### src/rtl/onehot_idx_reg.sv
// Registered one-hot to binary index encoder: lowest set bit wins, o_multi flags
// any input carrying more than one set bit. All outputs are flopped (1-cycle latency).
module onehot_idx_reg #(
    parameter int WIDTH = 16,
    localparam int IDX_W = (WIDTH > 1) ? $clog2(WIDTH) : 1
) (
    input  logic             i_clk,
    input  logic             i_rst,
    input  logic [WIDTH-1:0] i_onehot,
    output logic [IDX_W-1:0] o_index,
    output logic             o_valid,
    output logic             o_multi
);

    logic [WIDTH-1:0] dec;
    logic [WIDTH-1:0] lowest;
    logic [IDX_W-1:0] index_c;
    logic             valid_c;
    logic             multi_c;

    // dec = x-1; x & ~dec isolates the lowest set bit, x & dec keeps the rest.
    assign dec     = i_onehot - WIDTH'(1);
    assign lowest  = i_onehot & ~dec;
    assign valid_c = |i_onehot;
    assign multi_c = |(i_onehot & dec);

    // Each index bit is an OR over the isolated positions whose number has that bit set.
    // Only WIDTH codes can ever appear, so unused index codes are unreachable.
    always_comb begin
        // NOTE: default first so every path assigns index_c and no latch is inferred.
        index_c = '0;
        for (int b = 0; b < WIDTH; b++) begin
            index_c = index_c | ({IDX_W{lowest[b]}} & IDX_W'(b));
        end
    end

    always_ff @(posedge i_clk) begin
        // NOTE: non-blocking assignments for flops so all three outputs update together.
        if (i_rst) begin
            o_index <= '0;
            o_valid <= 1'b0;
            o_multi <= 1'b0;
        end else begin
            o_index <= index_c;
            o_valid <= valid_c;
            o_multi <= multi_c;
        end
    end

endmodule

### config.mk
export PLATFORM = sky130hd
export DESIGN_NAME = onehot_idx_reg
export DESIGN_NICKNAME = d
export VERILOG_FILES = /design/src/rtl/onehot_idx_reg.sv
export SDC_FILE = /design/constraint.sdc
export NUM_CORES = 1
export LEC_CHECK = 0
export CORE_AREA = 2 2 39 41
export DETAILED_ROUTE_END_ITERATION = 6
export DIE_AREA = 0 0 41 43
export PLACE_DENSITY = 0.74
export SETUP_SLACK_MARGIN = 0.3
export SYNTH_ARGS = -nofsm -noshare
export SYNTH_HDL_FRONTEND = slang
export SYNTH_SLANG_ARGS = --single-unit
### constraint.sdc
create_clock -name i_clk -period 2.3 [get_ports i_clk]
set_clock_uncertainty 0.1 [all_clocks]
set_input_delay 0.46 -clock i_clk [delete_from_list [all_inputs] [get_ports i_clk]]
set_output_delay 0.46 -clock i_clk [all_outputs]
set_load 0.05 [all_outputs]
Word level (Yosys, flattened, before mapping)
Cells that the tools add are included.

Register bits: 6. Bits of input ports: 18. Output and inout port bits: 6. Word-level logic and storage cells: 23.

Add/sub/neg operators: 1. Bitwise gates (word level): 17. Reductions and logical operators: 2.

Operator list (count): 16-bit AND (2); 16-bit OR reduction (2); 4-bit bitwise OR (7); 16-bit inverter (1); 16-bit by 1-bit subtractor with 16-bit output, second input constant (1); 3-bit bitwise OR (3); 3-bit by 4-bit bitwise OR with 4-bit output (1); 2-bit by 3-bit bitwise OR with 3-bit output (1); 1-bit by 2-bit bitwise OR with 2-bit output (1); 2-bit bitwise OR (1).

Longest topological paths before layout
Depth in word-level cells: 17. Gate-level depth with buffers: 5. Depth with buffers taken out: 5.

Worst setup path after synthesis
OpenSTA, ideal clock, no wires.

Path kind: in2reg. From: input port i_onehot[2]. To: register o_index[1]. Setup time: 0.074 ns. Data arrival time: 1.433 ns. Required time: 2.126 ns. Path slack: 0.693 ns. Stages on the path: 4. Buffers on the path: 0. Path through: nor4_4 -> nand3b_2 -> or3_1 -> a31oi_1.

Cells in the longest elaborated chain, start to end: 17.

Ends and longest elaborated chain: from (decl) (line 9) `input logic [WIDTH-1:0] i_onehot,`; 16-bit by 1-bit subtractor with 16-bit output (line 22) `assign dec = i_onehot - WIDTH'(1);`; 16-bit inverter (line 23) `assign lowest = i_onehot & ~dec;`; 16-bit AND * (line 23); 1-bit by 2-bit bitwise OR with 2-bit output (line 33) `index_c = index_c | ({IDX_W{lowest[b]}} & IDX_W'(b));`; 2-bit bitwise OR (line 33); 2-bit by 3-bit bitwise OR with 3-bit output (line 33); 3-bit bitwise OR (3 in series) (line 33); 3-bit by 4-bit bitwise OR with 4-bit output (line 33); 4-bit bitwise OR (6 in series) (line 33); 4-bit bitwise OR * (line 33); to (signal assigned) (line 44) `o_index <= index_c;`; to (decl) (line 10) `output logic [IDX_W-1:0] o_index,`.

Every way passes the cells marked *; elsewhere a longest branch is shown, timed or not. A chain may end at the register's enable or synchronous reset.

Worst setup path after layout
From: input port i_onehot[11]. To: register o_index[0].

Cells in the longest elaborated chain, start to end: 8.

Ends and longest elaborated chain (line): 16-bit by 1-bit subtractor with 16-bit output (22); 16-bit inverter (23); 16-bit AND * (23); 4-bit bitwise OR (4 in series) (33); 4-bit bitwise OR * (33).

Marked as above.

==> reports/results.ini <==
[run_status]
outcome = completed

[global_routing]
gr-usage-met1_pct = 25.88
grt_max_degree = 7
use_met3_pct = 1.571
top_usage_layer = met2
antenna_found_initial = 0
first_global_vias = 586
grt-ovfl-total = 0
grtUsageTotal_pct = 18.84
grt_util_met2_pct = 29.69
grt_first_pass_wirelength_microns = 2352

[setup_path]
worstSetupPathType = in2reg
critPathLaunchType = primary input
cp.required_ns = 2.37
critical_path_peak_fanout = 2
cp.arrival_ns = 2.02
endpoint_kind = register

[power]
p_leak_nw = 0.3585
power_density_nw_per_um2 = 363.5
vdd_drop_max_v = 0.0001351

[yosys]
syn_avg_cell_area_sq_um = 7.785
syn-cell-area_sq_um = 490.5
synth-seq-area-share_pct = 24.49
synthSimpleGateAreaFrac_pct = 32.91
synth_top_area_share_pct = 24.49
synth.most_common_cell = nor2_1
synthDistinctLibCells = 30
syn_nets = 81
synth-compound-area-share_pct = 38.27
yosys_warnings = 0
ys_top_cells_by_area = dfxtp_1 (24%), nor3_1 (6.1%), nor2_1 (5.4%)
synth-edff-count = 0
synth-xor-area-share_pct = 0
synthesis.instances = 63
synthAdderAreaFrac_pct = 2.041
synth-main-ff-cell = dfxtp_1
synth_top_family_by_area = compound AO/OA/AOI/OAI gates
synth_common_cells = nor2_1 (7), dfxtp_1 (6), nor3_1 (6)
yosysTopAreaCell = dfxtp_1
ys_ff_latch = 6
synthMuxAreaShare_pct = 0
async_reset_ff_share_pct = 0

[timing]
maxSlewViolCount = 0
fmax_mhz = 513.6
finalHoldViolCount = 0
fin_crit_ns = 1.947
slew_headroom_pct = 66.71
rsz0062_at_grt = no
finalSetupTns_ns = 0
worstMarginPinSlew_ns = 0.4978
setup_viol_count_final = 0
min_period_over_period_pct = 84.65

[clock_tree]
cts_tree = yes
cts_hold_buf = 0
clk_pin_slew_ns = 0.05
h-tree-depth = 1
cts-root-buf = clkbuf_4
cts_sinks = 6
clockBufferDepth = 2
numCtsBuffers = 3

[die]
num_io_pins = 24
core-area_sq_um = 1384
start_util_pct = 35.44
die_width_microns = 41
die_area_sq_um = 1763
die_h_microns = 43
placementRows = 14

[finish]
finalNetCount = 123
register_area_sq_um = 120.1
area_growth_pct = 79.85
layout-drive-gt1-share_pct = 24.27
layoutNonFillerInstCount = 119
multi_input_area_sq_um = 371.6
fill_cells = 132
design_area_sq_um = 882.1
antennaDiodeCount = 0

[routing]
drc = 0
vias_per_cell = 5.395
drtIter0Drc = 14
routed_wl_microns = 1501
vias = 642
wl_per_cell_microns = 12.61
drtPass1Iterations = 4
antenna_left = 0

[placed_design]
dpl-instance-area_sq_um = 830.8
gp_congestion = 0.8434
dp.cells = 114
hpwl_microns = 1200
io_buffers = 23

[min_path]
worstHoldPathCells = 5
min_path_type = in2reg

[flow_run]
max_cap_violations = 0

==> logic make-up after synthesis <==
| kind of cell | Yosys count |
|---|---|
| flops | 6 |
| fa+ha+maj | 1 |
| compound gates | 27 |
| buf+inv | 3 |
| simple gates | 26 |
==> through the flow <==
step                setup WS, ns  utilization [%]  hold slack [ns]  total power [W]
CTS                       0.3179            62.12           0.6891        0.0003189
floorplan                 0.6929                -           0.4291        0.0001485
global placement         0.02861            60.04            1.074        0.0002217
finish                    0.3531            63.74           0.6779        0.0003206
detailed placement       0.05093            60.04            1.080        0.0002228
global route              0.2836            63.74           0.7039        0.0003344
==> where the power goes <==
part / internal, W / switching (W)
Clock: 0.0000590 / 0.0000374
Combinational: 0.0000594 / 0.0000557
Sequential: 0.000108 / 0.000000955
==> layout by cell type (no fill, tap or decap), types with 2 or more instances in the layout <==
| master | Yosys | routed |
|---|---|---|
| clkdlybuf4s50_1 | 0 | 21 |
| buf_4 | 0 | 14 |
| nor2_1 | 7 | 6 |
| nor3_1 | 6 | 6 |
| dfxtp_1 | 6 | 6 |
| o21ai_0 | 4 | 4 |
| a31oi_1 | 4 | 4 |
| a21oi_1 | 4 | 4 |
| nand2_1 | 3 | 3 |
| inv_1 | 3 | 3 |
| clkbuf_4 | 0 | 3 |
| or3_1 | 2 | 2 |
| nor2_2 | 1 | 2 |
| o211ai_1 | 2 | 2 |
| nor4_4 | 1 | 2 |
| a21o_2 | 2 | 2 |
| o21bai_1 | 2 | 2 |
==> path summary, 6_finish.rpt <==
kind	from	end	slack, ns
worst max-delay path	i_onehot[11]	o_index[0]	0.35
worst min-delay path	i_onehot[3]	o_index[3]	0.68
==> layer usage <==
metal	share of wire (%)	wire length [microns]	up-vias
met5	0	0	-
met4	0.33	5	0
li1	-	-	335
met3	5.7	85	2
met1	47	704	281
met2	47	705	24
==> state kept, by name (all words and copies together) (netlist names) <==
register / cells
o_multi: 1
o_valid: 1
o_index: 4
==> what timing repair did <==
| action | in CTS | in global routing |
|---|---|---|
| buffers inserted | 1 | 1 |
| pin swaps | 1 | 1 |
| endpoints found under the hold margin | 0 | 0 |
| endpoints found under the setup margin | 1 | 4 |
| gates resized for setup | 1 | 4 |
==> final cells by class <==
cell class	count	share of cell area, %
Multi-Input combinational cell	54	42.13
Clock buffer	3	2.553
Sequential cell	6	13.62
Timing Repair Buffer	37	38.16
Inverter	3	1.277
Tap cell	16	2.270
==> critical path, cell delays in order <==
cell	delay [ns]
clkdlybuf4s50_1	0.44
or4_1	0.59
nor3_1	0.18
o21bai_1	0.08
o311a_1	0.12
a21oi_1	0.14
Note: power is estimated with default switching activity, not from simulation.
